==> src/rtl/uart_tx_pkg.sv <==
`default_nettype none
// ============================================================================
//  Module      : uart_tx_pkg
//  Description : Shared definitions for the UART transmit controller: FSM
//                state encoding, line-select constants used by both the
//                controller and the line multiplexer, and the state-to-select
//                decode.
//  Revision    : 1.0 - initial release
// ============================================================================
package uart_tx_pkg;

    // Transmit FSM states
    typedef enum logic [2:0] {
        ST_IDLE   = 3'd0,
        ST_START  = 3'd1,
        ST_DATA   = 3'd2,
        ST_PARITY = 3'd3,
        ST_STOP   = 3'd4
    } tx_state_e;

    // Line multiplexer select codes
    localparam logic [1:0] MUX_START = 2'b00;  // start bit, line low
    localparam logic [1:0] MUX_STOP  = 2'b01;  // stop bit / idle, line high
    localparam logic [1:0] MUX_DATA  = 2'b10;  // serializer output
    localparam logic [1:0] MUX_PAR   = 2'b11;  // parity unit output

    // Line select for a given state; idle shares the stop code so the line rests high
    function automatic logic [1:0] mux_sel_for(input tx_state_e st);
        logic [1:0] sel;
        sel = MUX_STOP;
        case (st)
            ST_START:  sel = MUX_START;
            ST_DATA:   sel = MUX_DATA;
            ST_PARITY: sel = MUX_PAR;
            default:   sel = MUX_STOP;
        endcase
        return sel;
    endfunction

endpackage : uart_tx_pkg
`default_nettype wire

==> src/rtl/uart_tx_ctrl.sv <==
`default_nettype none
// ============================================================================
//  Module      : uart_tx_ctrl
//  Description : UART transmit controller. Sequences START, DATA_WIDTH data
//                bits, optional PARITY and STOP, one bit per CLK cycle, and
//                drives the serializer, parity unit and line multiplexer.
//                Build option UART_TX_PARITY_EN: when defined, the PARITY
//                state and PAR_EN/PAR_TYP latching are present; otherwise
//                frames carry no parity bit and par_load/par_typ_q are 0.
//  Revision    : 1.0 - initial release
// ============================================================================
module uart_tx_ctrl
    import uart_tx_pkg::*;
#(
    parameter int DATA_WIDTH = 8
) (
    input  logic       CLK,
    input  logic       RST,
    input  logic       Data_Valid,
    input  logic       PAR_EN,
    input  logic       PAR_TYP,
    output logic       ser_load,
    output logic       ser_shift,
    output logic       par_load,
    output logic       par_typ_q,
    output logic [1:0] mux_sel,
    output logic       busy
);

    localparam int              CNT_W    = (DATA_WIDTH > 1) ? $clog2(DATA_WIDTH) : 1;
    localparam logic [CNT_W-1:0] CNT_LAST = CNT_W'(DATA_WIDTH - 1);

    tx_state_e        state_q,     state_d;
    logic [CNT_W-1:0] cnt_q,       cnt_d;
    logic [1:0]       mux_sel_q,   mux_sel_d;
    logic             busy_q,      busy_d;
    logic             ser_shift_q, ser_shift_d;
    logic             accept;

`ifdef UART_TX_PARITY_EN
    logic             par_en_q,      par_en_d;
    logic             par_typ_lat_q, par_typ_lat_d;
`else
    logic             unused_par_inputs;
    assign unused_par_inputs = PAR_EN ^ PAR_TYP;
`endif

    // A request is taken only in IDLE or STOP; gated by reset so no load strobe escapes while held in reset
    always_comb begin
        accept = RST && Data_Valid && ((state_q == ST_IDLE) || (state_q == ST_STOP));
    end

    // Next-state, bit-counter and registered-output decode
    always_comb begin
        state_d = state_q;
        cnt_d   = cnt_q;
`ifdef UART_TX_PARITY_EN
        par_en_d      = par_en_q;
        par_typ_lat_d = par_typ_lat_q;
        if (accept) begin
            par_en_d      = PAR_EN;
            par_typ_lat_d = PAR_TYP;
        end
`endif
        case (state_q)
            ST_IDLE: begin
                if (accept) begin
                    state_d = ST_START;
                end
            end
            ST_START: begin
                state_d = ST_DATA;
                cnt_d   = '0;
            end
            ST_DATA: begin
                if (cnt_q == CNT_LAST) begin
`ifdef UART_TX_PARITY_EN
                    state_d = par_en_q ? ST_PARITY : ST_STOP;
`else
                    state_d = ST_STOP;
`endif
                end else begin
                    cnt_d = cnt_q + 1'b1;
                end
            end
`ifdef UART_TX_PARITY_EN
            ST_PARITY: begin
                state_d = ST_STOP;
            end
`endif
            ST_STOP: begin
                state_d = accept ? ST_START : ST_IDLE;
            end
            default: begin
                state_d = ST_IDLE;
            end
        endcase

        // Moore outputs are decoded from the next state so they are glitch-free flops
        mux_sel_d   = mux_sel_for(state_d);
        busy_d      = (state_d != ST_IDLE);
        ser_shift_d = (state_d == ST_DATA);
    end

    // State, counter and output registers; reset returns the line high at once
    always_ff @(posedge CLK or negedge RST) begin
        if (!RST) begin
            state_q       <= ST_IDLE;
            cnt_q         <= '0;
            mux_sel_q     <= MUX_STOP;
            busy_q        <= 1'b0;
            ser_shift_q   <= 1'b0;
`ifdef UART_TX_PARITY_EN
            par_en_q      <= 1'b0;
            par_typ_lat_q <= 1'b0;
`endif
        end else begin
            state_q       <= state_d;
            cnt_q         <= cnt_d;
            mux_sel_q     <= mux_sel_d;
            busy_q        <= busy_d;
            ser_shift_q   <= ser_shift_d;
`ifdef UART_TX_PARITY_EN
            par_en_q      <= par_en_d;
            par_typ_lat_q <= par_typ_lat_d;
`endif
        end
    end

    // Load strobes fire in the accept cycle so the serializer and parity unit
    // capture on the same edge that moves the FSM to START. The parity type is
    // passed through during that cycle so the parity unit sees the new value
    // at its capture edge, and holds the latched value for the rest of the frame.
    always_comb begin
        ser_load  = accept;
`ifdef UART_TX_PARITY_EN
        par_load  = accept;
        par_typ_q = accept ? PAR_TYP : par_typ_lat_q;
`else
        par_load  = 1'b0;
        par_typ_q = 1'b0;
`endif
    end

    assign mux_sel   = mux_sel_q;
    assign busy      = busy_q;
    assign ser_shift = ser_shift_q;

endmodule : uart_tx_ctrl
`default_nettype wire

==> config.mk <==
export PLATFORM = sky130hd
export DESIGN_NAME = uart_tx_ctrl
export DESIGN_NICKNAME = d
export VERILOG_FILES = /design/src/rtl/uart_tx_pkg.sv /design/src/rtl/uart_tx_ctrl.sv
export SDC_FILE = /design/constraint.sdc
export NUM_CORES = 1
export LEC_CHECK = 0
export ABC_AREA = 0
export CAP_MARGIN = 20
export CORE_AREA = 2 2 39 41
export CTS_CLUSTER_DIAMETER = 30
export DETAILED_ROUTE_END_ITERATION = 12
export DIE_AREA = 0 0 41 43
export PLACE_DENSITY = 0.72
export SLEW_MARGIN = 20
export SYNTH_ARGS = -nofsm -noshare
export SYNTH_HDL_FRONTEND = slang
export SYNTH_SLANG_ARGS = --single-unit
==> constraint.sdc <==
create_clock -name CLK -period 2.1 [get_ports CLK]
set_clock_uncertainty 0.05 [all_clocks]
set_input_delay 0.21 -clock CLK [delete_from_list [all_inputs] [get_ports CLK]]
set_output_delay 0.21 -clock CLK [all_outputs]
set_load 0.005 [all_outputs]
==> impl_metrics.py <==
metrics = {
    "logic_synthesis": {
        "netlist_area_um2": 479.2,
        "yosys.cell_count.top_type": "dfrtp_1",
        "synth_area_per_cell_um2": 10.65,
        "synth-edff-count": 0,
        "synthFlopType": "dfrtp_1",
        "ys_ff_latch": 10,
        "ys_seq_area_frac": 0.5248,
        "synth_top_area_frac": 0.4700,
        "synth.cells.most_frequent": "9 x dfrtp_1, 6 x nor2_1",
        "yosysTopAreaCell": "dfrtp_1",
        "synthCells": 45,
        "yosys-top-cells-area": "dfrtp_1 47%, a221o_1 6.3%, dfstp_2 5.5%",
        "async_flop_share": 1.000,
        "yosysWarnings": 0,
        "synth_cell_types": 20,
    },
    "worst_setup_path": {
        "critPathMaxFanout": 11,
        "path_delay_family": "flip-flops",
        "cpPeakStageDelay_ns": 0.50,
        "worstSetupPathType": "reg2out",
        "crit_required_ns": 1.84,
        "critical_path_buf_inv_count": 1,
        "arrival_ns": 1.65,
        "endpoint_kind": "output pin",
        "cp-start-kind": "register",
        "crit_slowest_cell": "dfrtp_1",
        "crit_chain": "nor2_2 -> and3_1 -> clkdlybuf4s50_1",
    },
    "detailed_routing": {
        "dr.pass1.iters": 4,
        "viasPerCell": 4.676,
        "drc": 0,
        "wl_per_cell_um": 11.55,
        "drtAntennaViolNets": 0,
        "first_iter_violations": 3,
        "dr_total_vias": 332,
        "wl_um": 820,
    },
    "cells_and_area": {
        "layout.nets": 63,
        "antenna_cells": 0,
        "num-fill-cells": 138,
        "syn_to_final_growth_pct": 24.02,
        "fin_cells": 71,
        "post-route-util": 0.4295,
        "drive_gt1_frac": 0.1636,
    },
    "sta": {
        "setup_viol": 0,
        "timing.final.ws_setup_ns": 0.1948,
        "finalCritPeriodShare": 0.9072,
        "hold_viol_final": 0,
        "final_max_slew_viol_count": 0,
        "fin_hold_ws_ns": 0.2363,
        "fin_setup_tns_ns": 0,
        "max_freq_ghz": 0.5249,
        "min_period_ns": 1.905,
        "rsz0062_at_grt": "false",
    },
    "die": {
        "die_area_um2": 1763,
        "die_h_um": 43,
        "fp.dieW_um": 41,
        "io_pins": 12,
        "start_util": 0.3463,
        "rows": 14,
        "core_area_um2": 1384,
    },
    "clock_network": {
        "h-tree-depth": 1,
        "cts.repair.resized": 0,
        "cts_root_buf": "clkbuf_4",
        "cts_tree": "done",
        "clock_sinks": 10,
        "cts_buffer_depth": 2,
        "post_cts_buffers": 0,
        "ctsHoldBuffers": 0,
        "clk_pin_slew_ns": 0.07,
        "insertion_delay_ns": 0.26,
        "cts_buffers": 3,
    },
    "pwr": {
        "p_per_area_nw_per_um2": 1402,
        "ir_worst_vdd_uv": 539.6,
        "power.leakage_uw": 0.0002816,
    },
    "global_route": {
        "use_met1": 0.1661,
        "antenna_found_initial": 0,
        "grt_use_met3": 0.03141,
        "use_met2": 0.1469,
        "grt.total_usage": 0.1166,
        "grt_pass1_vias": 315,
        "grt_max_degree": 13,
        "grt_busiest_layer": "met1",
        "grt_pass1_wl_um": 1297,
        "overflow": 0,
    },
    "outcome": {
        "status": "completed",
    },
    "placed_design": {
        "place_ws_ns": 0.4609,
        "gp_congestion": 0.7263,
        "dp_hpwl_um": 612.7,
        "numPortBuffers": 7,
        "placed_cells": 67,
    },
    "worst_hold_path": {
        "hp-class": "in2async",
    },
    "job": {
        "cap_violations": 0,
    },
}
-- worst paths after layout --
kind                       startpoint          to  slack, ns  depth (start not counted)
setup reg to reg             cnt_q[0]    cnt_q[0]       0.45                          5
max in group asynchronous         RST  mux_sel[0]       1.54                          2
min in group CLK           state_q[2]  state_q[1]       0.49                          1
hold reg to reg            state_q[2]  state_q[1]       0.49                          1
setup / recovery           state_q[0]    ser_load       0.19                          3
hold / removal                    RST    cnt_q[2]       0.24                          2
-- per-stage QoR --
stage / area, µm² / total power [µW]
floorplan: 483.0 / 536.2
global placement: 558.0 / 649.5
detailed placement: 558.0 / 669.4
CTS: 594.3 / 841.4
global route: 594.3 / 899.4
finish: 594.3 / 833.4
-- report_power, final --
part	switching, µW	internal, µW
sequential	57.9	280
combinational	130	192
clock	67.6	105
-- worst register-to-register path, cell delays in order (launching register included) --
cell	delay, ns
dfrtp_1	0.41
ha_1	0.21
ha_1	0.23
o21ai_0	0.16
nand2b_1	0.12
a221o_1	0.35
-- routing by layer --
metal / routed length (µm) / share of wire
met5: 0 / 0
met2: 374 / 0.46
met4: 14 / 0.017
met1: 370 / 0.45
met3: 60 / 0.073
-- final cells by class --
cell class              count  area (µm²)  share of cell area
flip-flops and latches     10       251.5              0.4232
multi-input cells          32       205.2              0.3453
repair buffers              8       77.57              0.1305
clock buffers               4       36.28             0.06105
well taps                  16       20.02             0.03368
inverters                   1       3.754            0.006316
-- flip-flops by register name, summed over array words and instances, names as in the netlist --
name,flops
mux_sel,2
cnt_q,3
ser_shift,1
state_q,3
busy,1
-- cells by family after synthesis --
logic type                 Yosys count  share of synthesized area
and+or+nand+nor                     21                     0.2454
DFF                                 10                     0.5248
AOI/OAI and AO/OA                    6                    0.09399
buffers and inverters                4                    0.05482
adders and majority gates            2                    0.05221
muxes                                1                    0.02089
other                                1                   0.007825
-- cell usage in the layout (no fill, tap or decap), types with 2 or more instances in the layout --
master	Yosys	final
a221o_1	3	3
nor2_2	2	2
nand2b_1	3	3
and3_1	2	2
nor2_1	6	6
and2_1	3	3
conb_1	1	2
ha_1	2	2
a21oi_1	2	2
clkdlybuf4s50_1	0	7
clkbuf_4	0	3
dfrtp_1	9	9
Power figures use the tool's default switching activity.
